[config.mk]
export PLATFORM = sky130hd
export DESIGN_NAME = uart_rx_fifo
export DESIGN_NICKNAME = d
export VERILOG_FILES = /design/src/rtl/uart_pkg.sv /design/src/rtl/uart_fifo_mem.sv /design/src/rtl/uart_rx_fifo.sv
export SDC_FILE = /design/constraint.sdc
export NUM_CORES = 1
export LEC_CHECK = 0
export CORE_ASPECT_RATIO = 0.6
export CORE_MARGIN = 3
export CORE_UTILIZATION = 50
export DETAILED_ROUTE_END_ITERATION = 6
export GPL_ROUTABILITY_DRIVEN = 1
export GPL_TIMING_DRIVEN = 0
export HOLD_SLACK_MARGIN = 0.02
export PLACE_DENSITY = 0.65
export SLEW_MARGIN = 20
export SYNTH_ARGS = -nofsm -noshare
export SYNTH_HDL_FRONTEND = slang
export SYNTH_HIERARCHICAL = 1
export SYNTH_SLANG_ARGS = --single-unit
[constraint.sdc]
create_clock -name clk -period 4.4 [get_ports clk]
set_input_delay 0.66 -clock clk [delete_from_list [all_inputs] [get_ports clk]]
set_output_delay 0.66 -clock clk [all_outputs]
set_load 0.005 [all_outputs]
[src/rtl/uart_pkg.sv]
// Shared definitions for the UART receive FIFO: default sizes, the trigger codes
// and the layout of a stored entry.
package uart_pkg;

    localparam int FIFO_DEPTH = 16;
    localparam int CHAR_W     = 8;
    localparam int FLAG_W     = 3;

    typedef enum logic [1:0] {
        TRIG_1  = 2'b00,
        TRIG_4  = 2'b01,
        TRIG_8  = 2'b10,
        TRIG_14 = 2'b11
    } trig_e;

    // An entry is stored as {flags, data}, with bi as the most significant bit.
    typedef struct packed {
        logic bi;
        logic fe;
        logic pe;
    } rx_err_t;

    function automatic logic [4:0] trig_level(input trig_e code);
        case (code)
            TRIG_1:  return 5'd1;
            TRIG_4:  return 5'd4;
            TRIG_8:  return 5'd8;
            TRIG_14: return 5'd14;
            default: return 5'd1;
        endcase
    endfunction

endpackage

[src/rtl/uart_fifo_mem.sv]
// Register array with one write port and one asynchronous read port.
// The contents are not reset; the pointer logic in the parent decides what is valid.
module uart_fifo_mem
    import uart_pkg::*;
#(
    parameter int DEPTH = FIFO_DEPTH,
    parameter int W     = CHAR_W + FLAG_W,
    parameter int AW    = $clog2(DEPTH)
) (
    input  logic          clk,
    input  logic          we,
    input  logic [AW-1:0] waddr,
    input  logic [W-1:0]  wdata,
    input  logic [AW-1:0] raddr,
    output logic [W-1:0]  rdata
);

    logic [DEPTH-1:0][W-1:0] mem;

    always_ff @(posedge clk) begin
        if (we) mem[waddr] <= wdata;
    end

    assign rdata = mem[raddr];

endmodule

[src/rtl/uart_rx_fifo.sv]
// 16550-style receive FIFO: show-ahead read port, per-entry error flags,
// sticky overrun, trigger-level compare and single-entry 16450 mode.
module uart_rx_fifo
    import uart_pkg::*;
#(
    parameter int DEPTH = FIFO_DEPTH,
    parameter int DW    = CHAR_W
) (
    input  logic                     clk,
    input  logic                     rst_n,
    input  logic                     wr_en,
    input  logic [DW-1:0]            wr_data,
    input  logic                     wr_pe,
    input  logic                     wr_fe,
    input  logic                     wr_bi,
    input  logic                     rd_en,
    input  logic                     fifo_en,
    input  logic                     fifo_clr,
    input  logic [1:0]               rx_trig,
    input  logic                     lsr_rd,
    output logic [DW-1:0]            rd_data,
    output logic                     pe,
    output logic                     fe,
    output logic                     bi,
    output logic                     dr,
    output logic                     below_level,
    output logic                     oe,
    output logic                     fifo_err,
    output logic [$clog2(DEPTH):0]   count
);

    localparam int AW = $clog2(DEPTH);
    localparam int CW = AW + 1;
    localparam int EW = DW + FLAG_W;

    logic [AW-1:0] wr_ptr, rd_ptr;
    logic [CW-1:0] cnt, err_cnt, cap, trig;
    logic          fifo_en_q, clr, full, do_push, do_pop, ovr, push_err, pop_err;
    logic [EW-1:0] wr_ent, rd_ent, head;
    rx_err_t       wr_flags, hd_flags;

    assign wr_flags = {wr_bi, wr_fe, wr_pe};
    assign wr_ent   = {wr_flags, wr_data};

    // Any change of fifo_en flushes the FIFO, same as an explicit clear.
    assign clr     = fifo_clr | (fifo_en ^ fifo_en_q);
    assign cap     = fifo_en ? CW'(DEPTH) : CW'(1);
    assign full    = (cnt >= cap);
    assign do_pop  = !clr && rd_en && (cnt != '0);
    assign do_push = !clr && wr_en && (!full || do_pop);
    assign ovr     = !clr && wr_en && full && !do_pop;

    assign push_err = do_push && (|wr_flags);
    assign pop_err  = do_pop && (|hd_flags);

    uart_fifo_mem #(.DEPTH(DEPTH), .W(EW), .AW(AW)) u_mem (
        .clk   (clk),
        .we    (do_push),
        .waddr (wr_ptr),
        .wdata (wr_ent),
        .raddr (rd_ptr),
        .rdata (rd_ent)
    );

    assign head = (cnt != '0) ? rd_ent : '0;
    assign {hd_flags, rd_data} = head;
    assign bi = hd_flags.bi;
    assign fe = hd_flags.fe;
    assign pe = hd_flags.pe;

    always_ff @(posedge clk or negedge rst_n) begin
        if (!rst_n) begin
            wr_ptr    <= '0;
            rd_ptr    <= '0;
            cnt       <= '0;
            err_cnt   <= '0;
            fifo_en_q <= 1'b0;
        end else begin
            fifo_en_q <= fifo_en;
            if (clr) begin
                wr_ptr  <= '0;
                rd_ptr  <= '0;
                cnt     <= '0;
                err_cnt <= '0;
            end else begin
                if (do_push) wr_ptr <= wr_ptr + 1'b1;
                if (do_pop)  rd_ptr <= rd_ptr + 1'b1;
                case ({do_push, do_pop})
                    2'b10:   cnt <= cnt + 1'b1;
                    2'b01:   cnt <= cnt - 1'b1;
                    default: cnt <= cnt;
                endcase
                case ({push_err, pop_err})
                    2'b10:   err_cnt <= err_cnt + 1'b1;
                    2'b01:   err_cnt <= err_cnt - 1'b1;
                    default: err_cnt <= err_cnt;
                endcase
            end
        end
    end

    // Overrun is sticky; a new overrun in the same cycle as an LSR read wins.
    always_ff @(posedge clk or negedge rst_n) begin
        if (!rst_n)      oe <= 1'b0;
        else if (ovr)    oe <= 1'b1;
        else if (lsr_rd) oe <= 1'b0;
    end

    assign trig        = fifo_en ? CW'(trig_level(trig_e'(rx_trig))) : CW'(1);
    assign below_level = (cnt < trig);
    assign dr          = (cnt != '0);
    assign fifo_err    = (err_cnt != '0);
    assign count       = cnt;

endmodule
; Yosys cells after proc, flatten, opt, wreduce, memory -nomap -nowiden
; Index checks and enable logic that the tools add are counted.
[word_totals]
wordCells = 84
regBits = 196
in_bits = 20
output_inout_bits = 20
[classes]
order_cmp = 5
n_addsub = 6
mux = 19
bitwise_logic = 2
n_reduce_logical = 23
n_eq_ne = 7
[op_table]
columns = op, n
row1 = bitwise mux 176 bit, 1
row2 = binary-select mux 11 bit (select 4 bit), 1
row3 = demux 11 bit (select 4 bit), 1
row4 = two-way mux 11 bit, 3
row5 = two-way mux 5 bit, 4
row6 = case mux 5 bit (2 select lines), 2
row7 = case mux 5 bit (4 select lines), 1
row8 = two-way mux 4 bit, 4
row9 = adder 5 x 1 -> 5 bit (second input constant), 2
row10 = less-than comparator 4 x 5 -> 1 bit (second input constant), 2
row11 = nonzero test 5 bit, 2
row12 = subtractor 5 x 1 -> 5 bit (second input constant), 2
row13 = logical AND 1 bit, 9
row14 = adder 4 x 1 -> 4 bit (second input constant), 2
row15 = equality test 2 bit (second input constant), 4
row16 = equality test 2 x 1 -> 1 bit (second input constant), 3
row17 = nonzero test 2 bit, 3
row18 = nonzero test 3 bit, 2
row19 = OR reduction 3 bit, 2
row20 = >= comparator 5 bit, 1
row21 = less-than comparator 5 bit, 1
row22 = >= comparator 4 x 1 -> 1 bit (second input constant), 1
row23 = logical NOT 1 bit, 3
row24 = logical NOT 2 bit, 1
row25 = other kinds (4), 5

; Logic depth before layout (Yosys ltp)
; Gate-level depths: netlist of the first run.
[depth]
depth_word = 11
depth_mapped = 15
mapped_depth_nobuf = 13

; Modules after synthesis
; The synthesis of the first run kept the hierarchy.
[modules_own_cells]
columns = module, cells_per_inst, seq_area_each_um2, area_each_um2, instances
row1 = uart_fifo_mem, 294, 5285.1, 6817.8, 1
row2 = uart_rx_fifo, 167, 500.5, 1551.5, 1

; Worst setup path after synthesis of the first run
; OpenSTA, ideal clock, no wires.
[synth_path]
kind = in2reg
startpoint = input fifo_en
endpoint = register u_mem/mem[0] (netlist name) (enable)
setup_time_ps = 393
required_ps = 4007
path_buffers = 0
arrival_time_ps = 3121
path_slack_ps = 886
stages = 7
path_cell_list = inv_1 > ha_1 > or3b_4 > o22a_2 > a21oi_1 > or3b_2 > nor3_1
[synth_between]
elab_chain_len = 7
word_cells_on_any_way = 11
cone_classes = 1 x order compare / 1 x mux / 2 x bitwise / 7 x reduce/logical
[synth_rtl]
columns = item, line_no
row1 = "start, declared", uart_rx_fifo.sv:17  ; input logic fifo_en,
row2 = "parallel branches: the longest is 6 deep, another holds >= comparator 5 bit", n/a
row3 = logical AND 1 bit (*), uart_rx_fifo.sv:50  ; assign do_push = !clr && wr_en && (!full || do_pop);
row4 = net do_push, uart_rx_fifo.sv:38  ; logic fifo_en_q, clr, full, do_push, do_pop, ovr, push_err, pop_err;
row5 = "end signal, assigned by index", uart_fifo_mem.sv:21  ; if (we) mem[waddr] <= wdata;
row6 = "end, declared", uart_fifo_mem.sv:18  ; logic [DEPTH-1:0][W-1:0] mem;
; Mark *: on every way through the listed nets, which the timed path passes.
; A chain may end at the register's enable or synchronous reset.

; Worst setup path in the final report of the first run
[layout_path]
startpoint = register rd_ptr[1]
endpoint = register err_cnt[4]
[layout_between]
elab_chain_len = 8
word_cells_on_any_way = 10
cone_classes = 2 x eq/ne / 5 x mux / 3 x reduce/logical
[layout_rtl]
columns = item, line_no
row1 = "start, declared", uart_rx_fifo.sv:36  ; logic [AW-1:0] wr_ptr, rd_ptr;
row2 = "start signal, assigned", uart_rx_fifo.sv:87  ; if (do_pop) rd_ptr <= rd_ptr + 1'b1;
row3 = binary-select mux 11 bit (select 4 bit) (*), uart_fifo_mem.sv:24  ; assign rdata = mem[raddr];
row4 = two-way mux 11 bit (not written as such) (*), uart_fifo_mem.sv:24
row5 = net rd_ent[8], uart_rx_fifo.sv:39  ; logic [EW-1:0] wr_ent, rd_ent, head;
row6 = two-way mux 11 bit (*), uart_rx_fifo.sv:65  ; assign head = (cnt != '0) ? rd_ent : '0;
row7 = OR reduction 3 bit (*), uart_rx_fifo.sv:54  ; assign pop_err = do_pop && (|hd_flags);
row8 = logical AND 1 bit (*), uart_rx_fifo.sv:54
row9 = equality test 2 x 1 -> 1 bit or equality test 2 bit (tied branches), uart_rx_fifo.sv:93  ; case ({push_err, pop_err})
row10 = case mux 5 bit (2 select lines), uart_rx_fifo.sv:93
row11 = two-way mux 5 bit, uart_rx_fifo.sv:80  ; if (clr) begin
row12 = "end signal, assigned", uart_rx_fifo.sv:94  ; 2'b10: err_cnt <= err_cnt + 1'b1;
row13 = "end signal, assigned", uart_rx_fifo.sv:95  ; 2'b01: err_cnt <= err_cnt - 1'b1;
row14 = "end signal, assigned", uart_rx_fifo.sv:96  ; default: err_cnt <= err_cnt;
row15 = "end, declared", uart_rx_fifo.sv:37  ; logic [CW-1:0] cnt, err_cnt, cap, trig;
; The timed path passes the listed nets; every way through them passes the cells marked *. The select of a mux whose other input is x is not followed.

==> results.toml, run 1 <==
[floorplanning]
core_mm2 = 0.0159
die-area_mm2 = 0.0184
die_w_um = 173
pin_count = 40
num_rows = 35
die_h_um = 106
start_util_pct = 52.8

[synthesis]
synth_top_family_by_area = "multiplexers"
netlist_instances = 461
synth-edff-count = 176
yosysSeqAreaShare_pct = 69.1
syn_avg_cell_area_um2 = 18.2
synthXorXnorAreaFrac_pct = 1.05
synthAdderAreaFrac_pct = 2.42
synth_nets = 496
synth-compound-area-share_pct = 5.40
ys_types = 57
synthFlopType = "edfxtp_1"
synth_area_mm2 = 0.00837
yosysWarnings = 6
synthMuxAreaShare_pct = 13.6
synthSimpleGateAreaFrac_pct = 6.29
synthArstFlopShare_pct = 10.2
synth_seq_cells = 196

[layout]
final_cell_mix = "edfxtp_1 (176), clkdlybuf4s50_1 (38), nand2_1 (23)"
fillers = 1161
nets = 558
syn_to_final_growth_pct = 16.1
multiInputGateArea_mm2 = 0.00246
diodes = 0
fin_util_pct = 61.3
drive_gt1_share_pct = 18.7
final-seq-area_mm2 = 0.00579
final_common_cell = "edfxtp_1"

[detailed_routing]
via_per_inst = 6.03
wl_um = 18200
ant_nets = 0
vias = 4570
drt-initial-drc-count = 544
wire_per_inst_um = 24.0
dr.pass1.iters = 5
drcViolationCount = 0

[cts]
postCtsSetupBuffers = 0
clk_pin_slew_ns = 0.07
clock_latency_ns = 0.42
htreeDepth = 4
cts_max_path_buffers = 2
cts.sinks = 196
tritoncts.num_buffers = 17
holdBufCountCts = 0
cts_tree = "built"
cts_root_buf = "clkbuf_16"
cts_resized = 0

[grt]
track_usage_pct = 20.5
grt_max_degree = 21
grt_util_met3_pct = 5.03
grt_first_pass_wirelength_um = 27400
grt_busiest_layer = "met1"
use_met2_pct = 29.3
grt_pass1_vias = 4464
overflow = 0
antenna_found_initial = 0
grt_use_met1_pct = 31.5

[sta]
skew_ns = 0.0140
tightestPinTransition_ns = 0.816
slew_viol_final = 0
max_freq_mhz = 242
setup_viol = 0
period_share_pct = 94.0
hold_violations = 0
post-route-min-period_ns = 4.14
slew_headroom_pct = 45.6
grt_setup_unrepaired = "no"

[worst_hold_path]
min_path_type = "input port to async pin"

[worst_setup_path]
startpoint_type = "flip-flop"
crit_type = "flip-flop to flip-flop"
worst-r2r-setup-slack_ns = 0.26
r2r_cells = 15
cp_data_arrival_time_ns = 4.49
cp_num_buf_inv = 3
slowest_delay_ns = 0.46
cp_max_fo = 10
endpoint_kind = "flip-flop"
path_cells = "clkbuf_2, buf_2, mux4_2, a22oi_1, nand2_1, nor3_1, or3_1, or3_1, inv_1, ha_1, nor2b_1, o21a_1, o22a_1, mux2i_1, mux2i_1"
cpMaxStageDelayCell = "nor3_1"
crit_family = "simple AND/OR/NAND/NOR gates"
cp_num_cells = 15
required_ns = 4.75

[run]
maxCapViolCount = 0

[pwr]
p_leak_uw = 0.00328
ir_worst_vdd_mv = 0.262
power_density_mw_per_mm2 = 398
power_uw = 3870

[outcome]
outcome = "completed"

[placement]
dp_hpwl_um = 12200
routabilityCongestion = 0.785
port_buffers = 39
## cells by family after synthesis
kind of cell / Yosys count
AOI/OAI and AO/OA: 61
xor gates and xnor gates: 10
adders and majority gates: 15
buffers and inverters: 28
DFF: 196
muxes: 50
and+or+nand+nor: 101
## layer usage
layer,vias up,routed length [um]
met1,2392,8660
met5,-,0
met2,157,8060
li1,2005,-
met3,16,1280
met4,0,175
## final cells by class
cell class / count / area share, %
clock buffer: 18 / 4.42
timing repair buffer: 43 / 4.35
buffer: 19 / 1.48
multi-input combinational: 237 / 25.3
sequential: 196 / 59.5
clock inverter: 14 / 1.70
inverter: 9 / 0.348
tap: 222 / 2.86
## cell usage after synthesis (8+ instances only)
library cell    n  area (um^2)
edfxtp_1      176         5290
nor2_1         24         90.1
nand2_1        23         86.3
a22oi_1        22          165
mux4_1         22          578
mux4_2         22          495
dfrtp_1        20          500
ha_1           13          163
and2_1         12         75.1
inv_1           9         33.8
o21ai_0         9         45.0
a21oi_1         8         40.0
clkbuf_1        8         30.0
nor3_1          8         40.0
## path summary, 6_finish.rpt
path	from	to
worst max-delay path	rd_ptr[1]$_DFFE_PN0P_	err_cnt[4]$_DFFE_PN0P_
worst min-delay path	rst_n	count[1]$_DFFE_PN0P_
worst max register to register	rd_ptr[1]$_DFFE_PN0P_	err_cnt[4]$_DFFE_PN0P_
worst min register to register	oe$_DFFE_PN0P_	oe$_DFFE_PN0P_
max in group asynchronous	rst_n	rd_ptr[1]$_DFFE_PN0P_
min in group clk	oe$_DFFE_PN0P_	oe$_DFFE_PN0P_
## power by group
part           internal [uW]  leakage, uW  switching, uW  total (uW)
logic                    149      0.00114            160         310
clock network            765     0.000287            745        1510
registers               2040      0.00186           11.9        2050
total                   2950      0.00328            917        3870
## per-stage QoR
step / worst slack (ns) / TNS, ns / hold WS [ns] / std cells / cell area, um^2
3_3_place_gp: -0.614 / -21.52 / 0.520 / 722 / 9040
5_1_grt: 0.0346 / 0 / 0.231 / 758 / 9720
4_1_cts: 0.0797 / 0 / 0.538 / 758 / 9710
3_5_place_dp: -0.161 / -1.76 / 0.528 / 726 / 9110
2_1_floorplan: 0.886 / 0 / 0.364 / 461 / 8370
6_report: 0.263 / 0 / 0.206 / 758 / 9720
## sequential cells by signal (all words and copies together) (netlist names)
register and count:
fifo_en_q 1, u_mem/mem 176, oe 1, err_cnt 5, rd_ptr 4, count 5, wr_ptr 4
## worst register-to-register path, cell delays in order (launching register included)
cell	delay (ns)
dfrtp_1	0.40
clkbuf_2	0.27
buf_2	0.40
mux4_2	0.41
a22oi_1	0.26
nand2_1	0.17
nor3_1	0.46
or3_1	0.22
or3_1	0.18
inv_1	0.10
ha_1	0.32
nor2b_1	0.14
o21a_1	0.19
o22a_1	0.18
mux2i_1	0.16
mux2i_1	0.20
(Power assumes the default switching activity.)
==> inputs of run 2 (changes only) <==
--- a/config.mk
+++ b/config.mk
@@ -13,7 +13,6 @@
 export GPL_TIMING_DRIVEN = 0
 export HOLD_SLACK_MARGIN = 0.02
 export PLACE_DENSITY = 0.65
-export SLEW_MARGIN = 20
 export SYNTH_ARGS = -nofsm -noshare
 export SYNTH_HDL_FRONTEND = slang
 export SYNTH_HIERARCHICAL = 1
==> results.toml, run 2 (same netlist as run 1, synthesis figures left out) <==
[pwr]
ir_worst_vdd_mv = 0.281
p_leak_uw = 0.00329
power_uw = 3900
power_density_mw_per_mm2 = 401

[cts]
cts_root_buf = "clkbuf_16"
clock_latency_ns = 0.42
cts_max_path_buffers = 2
holdBufCountCts = 0
cts_tree = "built"
postCtsSetupBuffers = 0
tritoncts.num_buffers = 17
cts_resized = 0
clk_pin_slew_ns = 0.08
cts.sinks = 196
htreeDepth = 4

[placement]
dp_cells = 726
dp_hpwl_um = 12300
routabilityCongestion = 0.785
port_buffers = 39

[worst_setup_path]
startpoint_type = "flip-flop"
r2r_cells = 15
cp_max_fo = 10
endpoint_kind = "flip-flop"
crit_type = "flip-flop to flip-flop"
cp_data_arrival_time_ns = 4.52
required_ns = 4.75

[floorplanning]
die-area_mm2 = 0.0184
core_mm2 = 0.0159
num_rows = 35
pin_count = 40
die_h_um = 106
start_util_pct = 52.8
die_w_um = 173

[layout]
diodes = 0
fillers = 1152
final_common_cell = "edfxtp_1"
nets = 559
final_cell_mix = "edfxtp_1 (176), clkdlybuf4s50_1 (39), nor2_1 (24), nand2_1 (23)"
instances_no_fill = 759
largest_register_ffs = 176
syn_to_final_growth_pct = 16.1
drive_gt1_share_pct = 16.6
regMostFlops = "u_mem/mem"

[sta]
max_freq_mhz = 239
skew_ns = 0.0174
period_share_pct = 94.9
grt_setup_unrepaired = "no"
setup_viol = 0
slew_viol_final = 0
slew_headroom_pct = 10.7
hold_violations = 0
post-route-min-period_ns = 4.18
tightestPinTransition_ns = 1.34

[outcome]
outcome = "completed"

[worst_hold_path]
min_path_type = "flip-flop to flip-flop"
hold_path_depth = 2

[grt]
grt_max_degree = 22
grt_pass1_vias = 4439
overflow = 0
antenna_found_initial = 0
grt_first_pass_wirelength_um = 27700
track_usage_pct = 20.7

[detailed_routing]
vias = 4558
via_per_inst = 6.01
wire_per_inst_um = 24.0
wl_um = 18200
drcViolationCount = 0
ant_nets = 0
dr.pass1.iters = 5
drt-initial-drc-count = 458

[run]
maxCapViolCount = 0
## run 2: cell types whose count changed in the layout (fill, tap and decap cells not counted)
cell	change
buf_6	+3
buf_4	-2
clkinv_2	+1
nor2_2	-12
clkbuf_1	-1
inv_8	-1
clkdlybuf4s50_1	+1
buf_2	-1
clkinv_4	-4
inv_6	+4
inv_12	+1
nor2_1	+12
## run 2: path summary, 6_finish.rpt
path                                       start                endpoint  slack (ns)
setup / recovery           rd_ptr[1]$_DFFE_PN0P_  err_cnt[4]$_DFFE_PN0P_        0.22
hold / removal                    oe$_DFFE_PN0P_          oe$_DFFE_PN0P_        0.53
setup reg to reg           rd_ptr[1]$_DFFE_PN0P_  err_cnt[4]$_DFFE_PN0P_        0.22
max in group asynchronous                  rst_n   wr_ptr[0]$_DFFE_PN0P_        2.93
hold reg to reg                   oe$_DFFE_PN0P_          oe$_DFFE_PN0P_        0.53
min in group asynchronous                  rst_n  err_cnt[2]$_DFFE_PN0P_        0.82
## run 2: power breakdown
part           internal (uW)  total, uW  switching (uW)
clock                    772       1540             763
sequential              2040       2050            11.3
combinational            150        310             160
total                   2960       3900             934
## run 2: cell type report
cell class / instances / area (um^2) / share of cell area, %
buffer: 19 / 144 / 1.48
clock buffer: 17 / 425 / 4.38
clock inverter: 15 / 175 / 1.80
inverter: 9 / 33.8 / 0.348
multi-input combinational: 237 / 2430 / 25.0
sequential: 196 / 5790 / 59.5
tap: 222 / 278 / 2.86
timing repair buffer: 44 / 447 / 4.60
## run 2: worst max-delay path, stage by stage (launching register included)
cell and delay (ns):
dfrtp_1 0.40, clkbuf_2 0.27, buf_2 0.37, mux4_2 0.39, a22oi_1 0.31, nand2_1 0.18
nor3_1 0.48, or3_1 0.22, or3_1 0.18, inv_1 0.10, ha_1 0.32, nor2b_1 0.14
o21a_1 0.19, o22a_1 0.18, mux2i_1 0.16, mux2i_1 0.20
## run 2: stage by stage
stage	hold WS (ns)	setup WS [ns]	area, um^2	TNS (ns)	utilization (%)
global route	0.606	0.0138	9720	0	61.3
CTS	0.538	0.0917	9700	0	61.2
global placement	0.520	-0.614	9040	-21.52	57.0
finish	0.532	0.223	9720	0	61.3
floorplan	0.364	0.886	8370	0	-
detailed placement	0.528	-0.173	9100	-4.31	57.4
## run 2: routing by layer
layer / routed length [um] / up-vias / global-route usage, %
met5: 0 / - / 0
met4: 103 / 0 / 4.22
met3: 1480 / 8 / 5.67
met2: 7990 / 168 / 29.1
met1: 8630 / 2374 / 32.4
li1: - / 2008 / -
